File: config.mk
export PLATFORM = sky130hd
export DESIGN_NAME = program_memory_loader
export DESIGN_NICKNAME = d
export VERILOG_FILES = /design/src/rtl/program_memory_loader.sv
export SDC_FILE = /design/constraint.sdc
export NUM_CORES = 1
export LEC_CHECK = 0
export BUFFER_PORTS_ARGS = -buffer_cell sky130_fd_sc_hd__buf_2
export CORE_MARGIN = 2
export CORE_UTILIZATION = 50
export CTS_CLUSTER_DIAMETER = 120
export DETAILED_ROUTE_END_ITERATION = 16
export MAX_ROUTING_LAYER = met4
export PLACE_DENSITY = 0.82
export SLEW_MARGIN = 20
export SYNTH_ARGS = -nofsm -noshare
export SYNTH_HDL_FRONTEND = slang
export SYNTH_SLANG_ARGS = --single-unit
File: constraint.sdc
create_clock -name clk -period 5.67 [get_ports clk]
set_input_delay 1.134 -clock clk [delete_from_list [all_inputs] [get_ports clk]]
set_output_delay 1.134 -clock clk [all_outputs]
set_load 0.02 [all_outputs]
File: src/rtl/program_memory_loader.sv
// Streams bytes into the CPU program RAM as little-endian words at addresses 0..N-1,
// with an optional readback pass that compares an additive checksum of what was written.
module program_memory_loader #(
  parameter int ADDR_WIDTH = 13,
  parameter int NUM_WORDS  = 8192,
  parameter int CNT_WIDTH  = 14
) (
  input  logic                  clk,
  input  logic                  reset,
  input  logic                  start,
  input  logic [CNT_WIDTH-1:0]  word_count,
  input  logic                  verify_en,
  input  logic [7:0]            in_data,
  input  logic                  in_valid,
  output logic                  in_ready,
  output logic [ADDR_WIDTH-1:0] address,
  output logic [3:0]            byteenable,
  output logic                  chipselect,
  output logic                  write,
  output logic [31:0]           writedata,
  input  logic [31:0]           readdata,
  output logic                  busy,
  output logic                  done,
  output logic                  error,
  output logic [31:0]           checksum,
  output logic [CNT_WIDTH-1:0]  words_written
);

  typedef enum logic [2:0] {
    S_IDLE, S_COLLECT, S_WRITE, S_VERIFY_RD, S_VERIFY_WAIT, S_DONE
  } state_t;

  localparam logic [CNT_WIDTH-1:0] MAX_WORDS = CNT_WIDTH'(NUM_WORDS);
  localparam logic [CNT_WIDTH-1:0] ONE       = CNT_WIDTH'(1);

  state_t               state, nxt;
  logic [CNT_WIDTH-1:0] target;
  logic                 verify_q;
  logic [1:0]           lane;
  logic [23:0]          word_q;
  logic [CNT_WIDTH-1:0] idx;
  logic [31:0]          vacc;

  logic start_ok, accept, last_wr, last_rd;
  logic [31:0] vacc_nxt;

  assign start_ok = start && (word_count != '0) && (word_count <= MAX_WORDS);
  assign accept   = (state == S_COLLECT) && in_valid;
  assign last_wr  = (words_written + ONE) == target;
  assign last_rd  = (idx + ONE) == target;
  assign vacc_nxt = vacc + readdata;

  assign byteenable = 4'hF;

  always_ff @(posedge clk or posedge reset) begin
    if (reset) state <= S_IDLE;
    else       state <= nxt;
  end

  always_comb begin
    nxt = state;
    unique case (state)
      S_IDLE:        if (start) nxt = start_ok ? S_COLLECT : S_DONE;
      S_COLLECT:     if (accept && lane == 2'd3) nxt = S_WRITE;
      S_WRITE:       nxt = !last_wr ? S_COLLECT : (verify_q ? S_VERIFY_RD : S_DONE);
      S_VERIFY_RD:   nxt = S_VERIFY_WAIT;
      S_VERIFY_WAIT: nxt = last_rd ? S_DONE : S_VERIFY_RD;
      S_DONE:        nxt = S_IDLE;
      default:       nxt = S_IDLE;
    endcase
  end

  // Strobes decode straight from the state register so they drop with reset.
  always_comb begin
    in_ready   = (state == S_COLLECT);
    chipselect = (state == S_WRITE) || (state == S_VERIFY_RD);
    write      = (state == S_WRITE);
    busy       = (state == S_COLLECT) || (state == S_WRITE) ||
                 (state == S_VERIFY_RD) || (state == S_VERIFY_WAIT);
    done       = (state == S_DONE);
  end

  always_ff @(posedge clk or posedge reset) begin
    if (reset) begin
      target        <= '0;
      verify_q      <= 1'b0;
      lane          <= 2'd0;
      word_q        <= '0;
      idx           <= '0;
      vacc          <= '0;
      address       <= '0;
      writedata     <= '0;
      error         <= 1'b0;
      checksum      <= '0;
      words_written <= '0;
    end else begin
      unique case (state)
        S_IDLE: begin
          if (start_ok) begin
            target        <= word_count;
            verify_q      <= verify_en;
            error         <= 1'b0;
            checksum      <= '0;
            words_written <= '0;
            idx           <= '0;
            lane          <= 2'd0;
          end else if (start) begin
            error <= 1'b1;
          end
        end
        S_COLLECT: begin
          if (accept) begin
            lane <= lane + 2'd1;
            unique case (lane)
              2'd0: word_q[7:0]   <= in_data;
              2'd1: word_q[15:8]  <= in_data;
              2'd2: word_q[23:16] <= in_data;
              2'd3: begin
                // Final lane goes straight to the bus register for next cycle's write.
                writedata <= {in_data, word_q};
                address   <= idx[ADDR_WIDTH-1:0];
              end
              default: ;
            endcase
          end
        end
        S_WRITE: begin
          checksum      <= checksum + writedata;
          words_written <= words_written + ONE;
          idx           <= idx + ONE;
          if (last_wr && verify_q) begin
            idx     <= '0;
            vacc    <= '0;
            address <= '0;
          end
        end
        S_VERIFY_WAIT: begin
          vacc <= vacc_nxt;
          idx  <= idx + ONE;
          if (last_rd) begin
            if (vacc_nxt != checksum) error <= 1'b1;
          end else begin
            address <= ADDR_WIDTH'(idx + ONE);
          end
        end
        default: ;
      endcase
    end
  end

endmodule

==> metrics.md <==
| Metric | Value |
|---|---|
| Clk Latency, worst-skew pair | `0.45 ns` |
| Yosys warns | `0` |
| Critical Path RT | `5.98 ns` |
| Peak supply drop | `0.0003657 V` |
| Post-route ant nets | `0` |
| Gpl congestion | `0.9406` |
| Initial antenna violation count | `1` |
| Core ar. | `23,330 µm²` |
| Crit-path slowest cell | `or4_1` |
| Via Count | `10,030` |
| PwrDens | `608.5 nW/µm²` |
| EDFF count, synth | `0` |
| Number of H-tree levels | `4` |
| Num rows | `56` |
| Largest net degree at the start of global routing | `112` |
| Power Internal | `4.356 mW` |
| Most used cell, CP | `nand4b_1` |
| R2r setup slk | `1.70 ns` |
| Drt total wl | `31,420 µm` |
| DRC viols | `0` |
| Die ar. | `24,810 µm²` |
| FFs w/ async S/R, synth | `1.000` |
| Startpoint class of the critical path | `input port` |
| Global-route wire length before repair | `50,180 µm` |
| Top cells by area, synth | `dfrtp_1, ha_1, mux2_2` |
| Postcts setup bufs | `0` |
| GRT overflow | `0` |
| WP buf/inv | `2` |
| CTS Buf Count | `17` |
| Netlist Area Pre-Place | `11,780 µm²` |
| Combinational group share of total power | `0.548` |
| Post-synth top area cell | `dfrtp_1` |
| Max incr delay on CP | `0.53 ns` |
| Netlist cell types | `80` |
| CP cell instances | `buf_2, ha_1, inv_1, fa_1, xor2_1, nand4b_1, a21oi_1, o2111ai_1, or4_1, a2111oi_0, nand4b_1, nor4_1, nand4_1, nor4_2, a31oi_1` |
| Max FO, Critical Path | `2` |
| Vias per cell | `5.943` |
| GRT Resource Usage Total | `0.2647` |
| Slew headroom | `0.3541` |
| Clk buf depth | `2` |
| Cells after Synth | `1,227` |
| Top delay family on crit path | `simple AND/OR/NAND/NOR gates` |
| Nets | `1,483` |
| Switching pwr | `3.811 mW` |
| Area Growth Syn to Fin | `13.92%` |
| Clock skew | `0.02110 ns` |
| Clk sink count | `182` |
| Top achievable clock speed | `246.8 MHz` |
| Period utilisation layout | `0.7145` |
| Static Leak | `6.155 nW` |
| Unrepaired setup endpoints after global routing | `no` |
| Worst Tran Pin Value | `0.9688 ns` |
| Chip height | `157.5 µm` |
| Slew Limit Fails | `0` |
| Cts-stage hold buffer count | `0` |
| Seq/Total Area, Yosys | `0.3866` |
| Share of the synthesized area in the top cell type | `0.3866` |
| Routed WL per cell | `18.61 µm` |
| Post-DP HPWL | `23,520 µm` |
| Outcome | `finished clean` |
| Clock Power Share | `0.151` |
| Layout cell share with drive strength beyond 1 | `0.2173` |
| Initial DRT Pass Iterations | `7` |
| Post-synthesis register bit count | `182` |
| Setup TNS | `0 ns` |
| PortBufs | `155` |
| Final hold violations | `0` |
| Crit. End Element | `flop` |
| Vias in the first global route | `9,615` |
| Fill count | `1,964` |
| Crit path depth | `15` |
| Placed cell count | `1,654` |
| Fin cells | `1,688` |
| CTS clk-pin slew, worst paths | `0.07 ns` |
| Hold depth | `2` |
| Post-cts repair resize count | `0` |
| Class of the worst hold path | `reg2reg` |
| Max-Cap Viols | `0` |
| Min cycle time layout | `4.051 ns` |
| IO Pins | `160` |
| Worst hold endpoint | `vacc[14]$_DFFE_PP0P_` |
| Synthesized area per cell | `9.602 µm²` |
| Clk Tree Root Cell | `clkbuf_16` |
| Worst Hold Launch | `vacc[14]$_DFFE_PP0P_` |
| Die X | `157.5 µm` |
| Kind of critical path | `in2reg` |
| Sequential share of power | `0.302` |
| Sw Share | `0.4666` |
| Final Setup Violations | `0` |
| Post-synth top flop | `dfrtp_1` |
| CTS tree | `done` |
| End of the worst register-to-register path | `address[5]$_DFFE_PP0P_` |
| R2R cell count | `11` |
| Starting Density | `0.5049` |
| Worst Path Arrival | `4.36 ns` |
| First DRT Iteration DRCs | `955` |
| Critical R2R Launch | `words_written[0]$_DFFE_PP0P_` |
worst register-to-register path, cell delays in order (launching register included):
cell      delay (ns)
dfrtp_1         0.52
ha_1            0.30
nand3_2         0.17
nor4_1          0.35
xnor2_1         0.23
xor2_1          0.17
nand4_1         0.12
nor4_2          0.43
a21oi_2         0.22
nor3_4          0.83
o311ai_0        0.35
o21a_1          0.18
placed cells by master, fill, tap and decap left out, types with 4 or more instances in the layout:
master / n
o22ai_1: 17
nand3_1: 25
o211ai_1: 5
or3_1: 8
conb_1: 4
a22o_1: 13
ha_1: 68
o31ai_1: 12
a21oi_1: 76
inv_1: 23
xor2_1: 52
nor2b_1: 8
xnor3_1: 9
buf_4: 8
a31oi_1: 7
nor4_1: 7
nand4_1: 12
nor2_1: 75
o21bai_1: 14
a21o_1: 17
a211oi_1: 13
dfrtp_1: 182
clkbuf_16: 17
and3_1: 13
clkinv_8: 6
buf_2: 155
nor3_1: 18
nand2b_1: 12
o311ai_0: 5
mux2_2: 72
xnor2_1: 71
o21ai_1: 5
a2bb2oi_1: 4
o21ai_0: 106
nand2_1: 126
and2_1: 5
o21a_1: 16
per-stage QoR:
step	cell area (µm²)	power [mW]	util	hold slack, ns	setup WS [ns]
finish	13420	8.167	0.5752	0.4894	1.619
global route	13420	8.732	0.5751	0.5152	1.227
CTS	13410	8.109	0.5748	0.4948	1.540
detailed placement	12790	6.848	0.5481	0.4788	1.291
global placement	12790	6.686	0.5481	0.4665	1.371
floorplan	11800	5.664	-	0.4526	1.678
flip-flops by register name, summed over array words and instances, names as in the netlist:
| name | count |
|---|---|
| words_written | 14 |
| word_q | 24 |
| checksum | 32 |
| error | 1 |
| address | 13 |
| verify_q | 1 |
| writedata | 32 |
| idx | 14 |
| vacc | 32 |
| lane | 2 |
| target | 14 |
| state | 3 |
power by group through the flow:
stage	registers (mW)	logic [mW]	clock network, mW
after floorplan	2.55	3.11	0
after global placement	2.43	4.25	0
after detailed placement	2.46	4.39	0
after CTS	2.45	4.42	1.24
after global routing	2.53	4.90	1.30
final	2.47	4.47	1.23
Yosys cell counts, types with 4 or more instances:
| cell | n |
|---|---|
| ha_1 | 68 |
| and2_1 | 5 |
| o21bai_1 | 14 |
| nand2b_1 | 13 |
| o21a_1 | 16 |
| buf_4 | 7 |
| xor2_1 | 52 |
| nand4_1 | 12 |
| clkbuf_1 | 41 |
| o311ai_0 | 5 |
| a2bb2oi_1 | 4 |
| nor3_1 | 18 |
| nor2b_1 | 8 |
| a211oi_1 | 13 |
| nand2_1 | 126 |
| nand3_1 | 25 |
| or3_1 | 8 |
| xnor3_1 | 9 |
| a22o_1 | 13 |
| o22ai_1 | 17 |
| inv_1 | 24 |
| buf_2 | 7 |
| o21ai_0 | 106 |
| a21o_1 | 17 |
| o31ai_1 | 12 |
| a31oi_1 | 8 |
| nor4_1 | 7 |
| mux2_2 | 72 |
| a21oi_1 | 76 |
| o211ai_1 | 5 |
| o21ai_1 | 5 |
| xnor2_1 | 71 |
| and3_1 | 13 |
| dfrtp_1 | 182 |
| nor2_1 | 75 |
cell families after synthesis:
family                   after synthesis  share of synthesized area
AO/OA/AOI/OAI                        347                     0.1897
XOR/XNOR                             132                     0.1086
AND/OR/NAND/NOR                      337                     0.1376
other                                  1                  0.0003183
adder cells (fa/ha/maj)               70                    0.07562
flip-flops                           182                     0.3866
buffers and inverters                 84                    0.03101
multiplexers                          74                    0.07052
layout make-up:
cell class	instances	area (µm²)	share of cell area
antenna	2	5.005	0.0003729
multi-input combinational	964	6887	0.5131
sequential	182	4554	0.3393
timing repair buffer	164	855.8	0.06376
clock inverter	15	197.7	0.01473
inverter	25	97.59	0.007271
clock buffer	17	425.4	0.03170
tap	319	399.1	0.02974
metal layers:
layer	vias up	global-route usage	routed length, µm
met5	-	-	0
met4	0	0.1078	1019
met3	73	0.03772	1598
met2	360	0.3905	14220
met1	4904	0.3679	14580
li1	4695	-	-
how the worst max path moves through the flow:
stage / from / endpoint / slack (ns)
after floorplan: readdata[0] / error$_DFFE_PP0P_ / 1.68
after global placement: readdata[0] / error$_DFFE_PP0P_ / 1.37
after detailed placement: readdata[0] / error$_DFFE_PP0P_ / 1.29
after CTS: state[2]$_DFFE_PP0P_ / write / 1.54
after global routing: readdata[0] / error$_DFFE_PP0P_ / 1.23
final: readdata[0] / error$_DFFE_PP0P_ / 1.62
(Power assumes the default switching activity.)
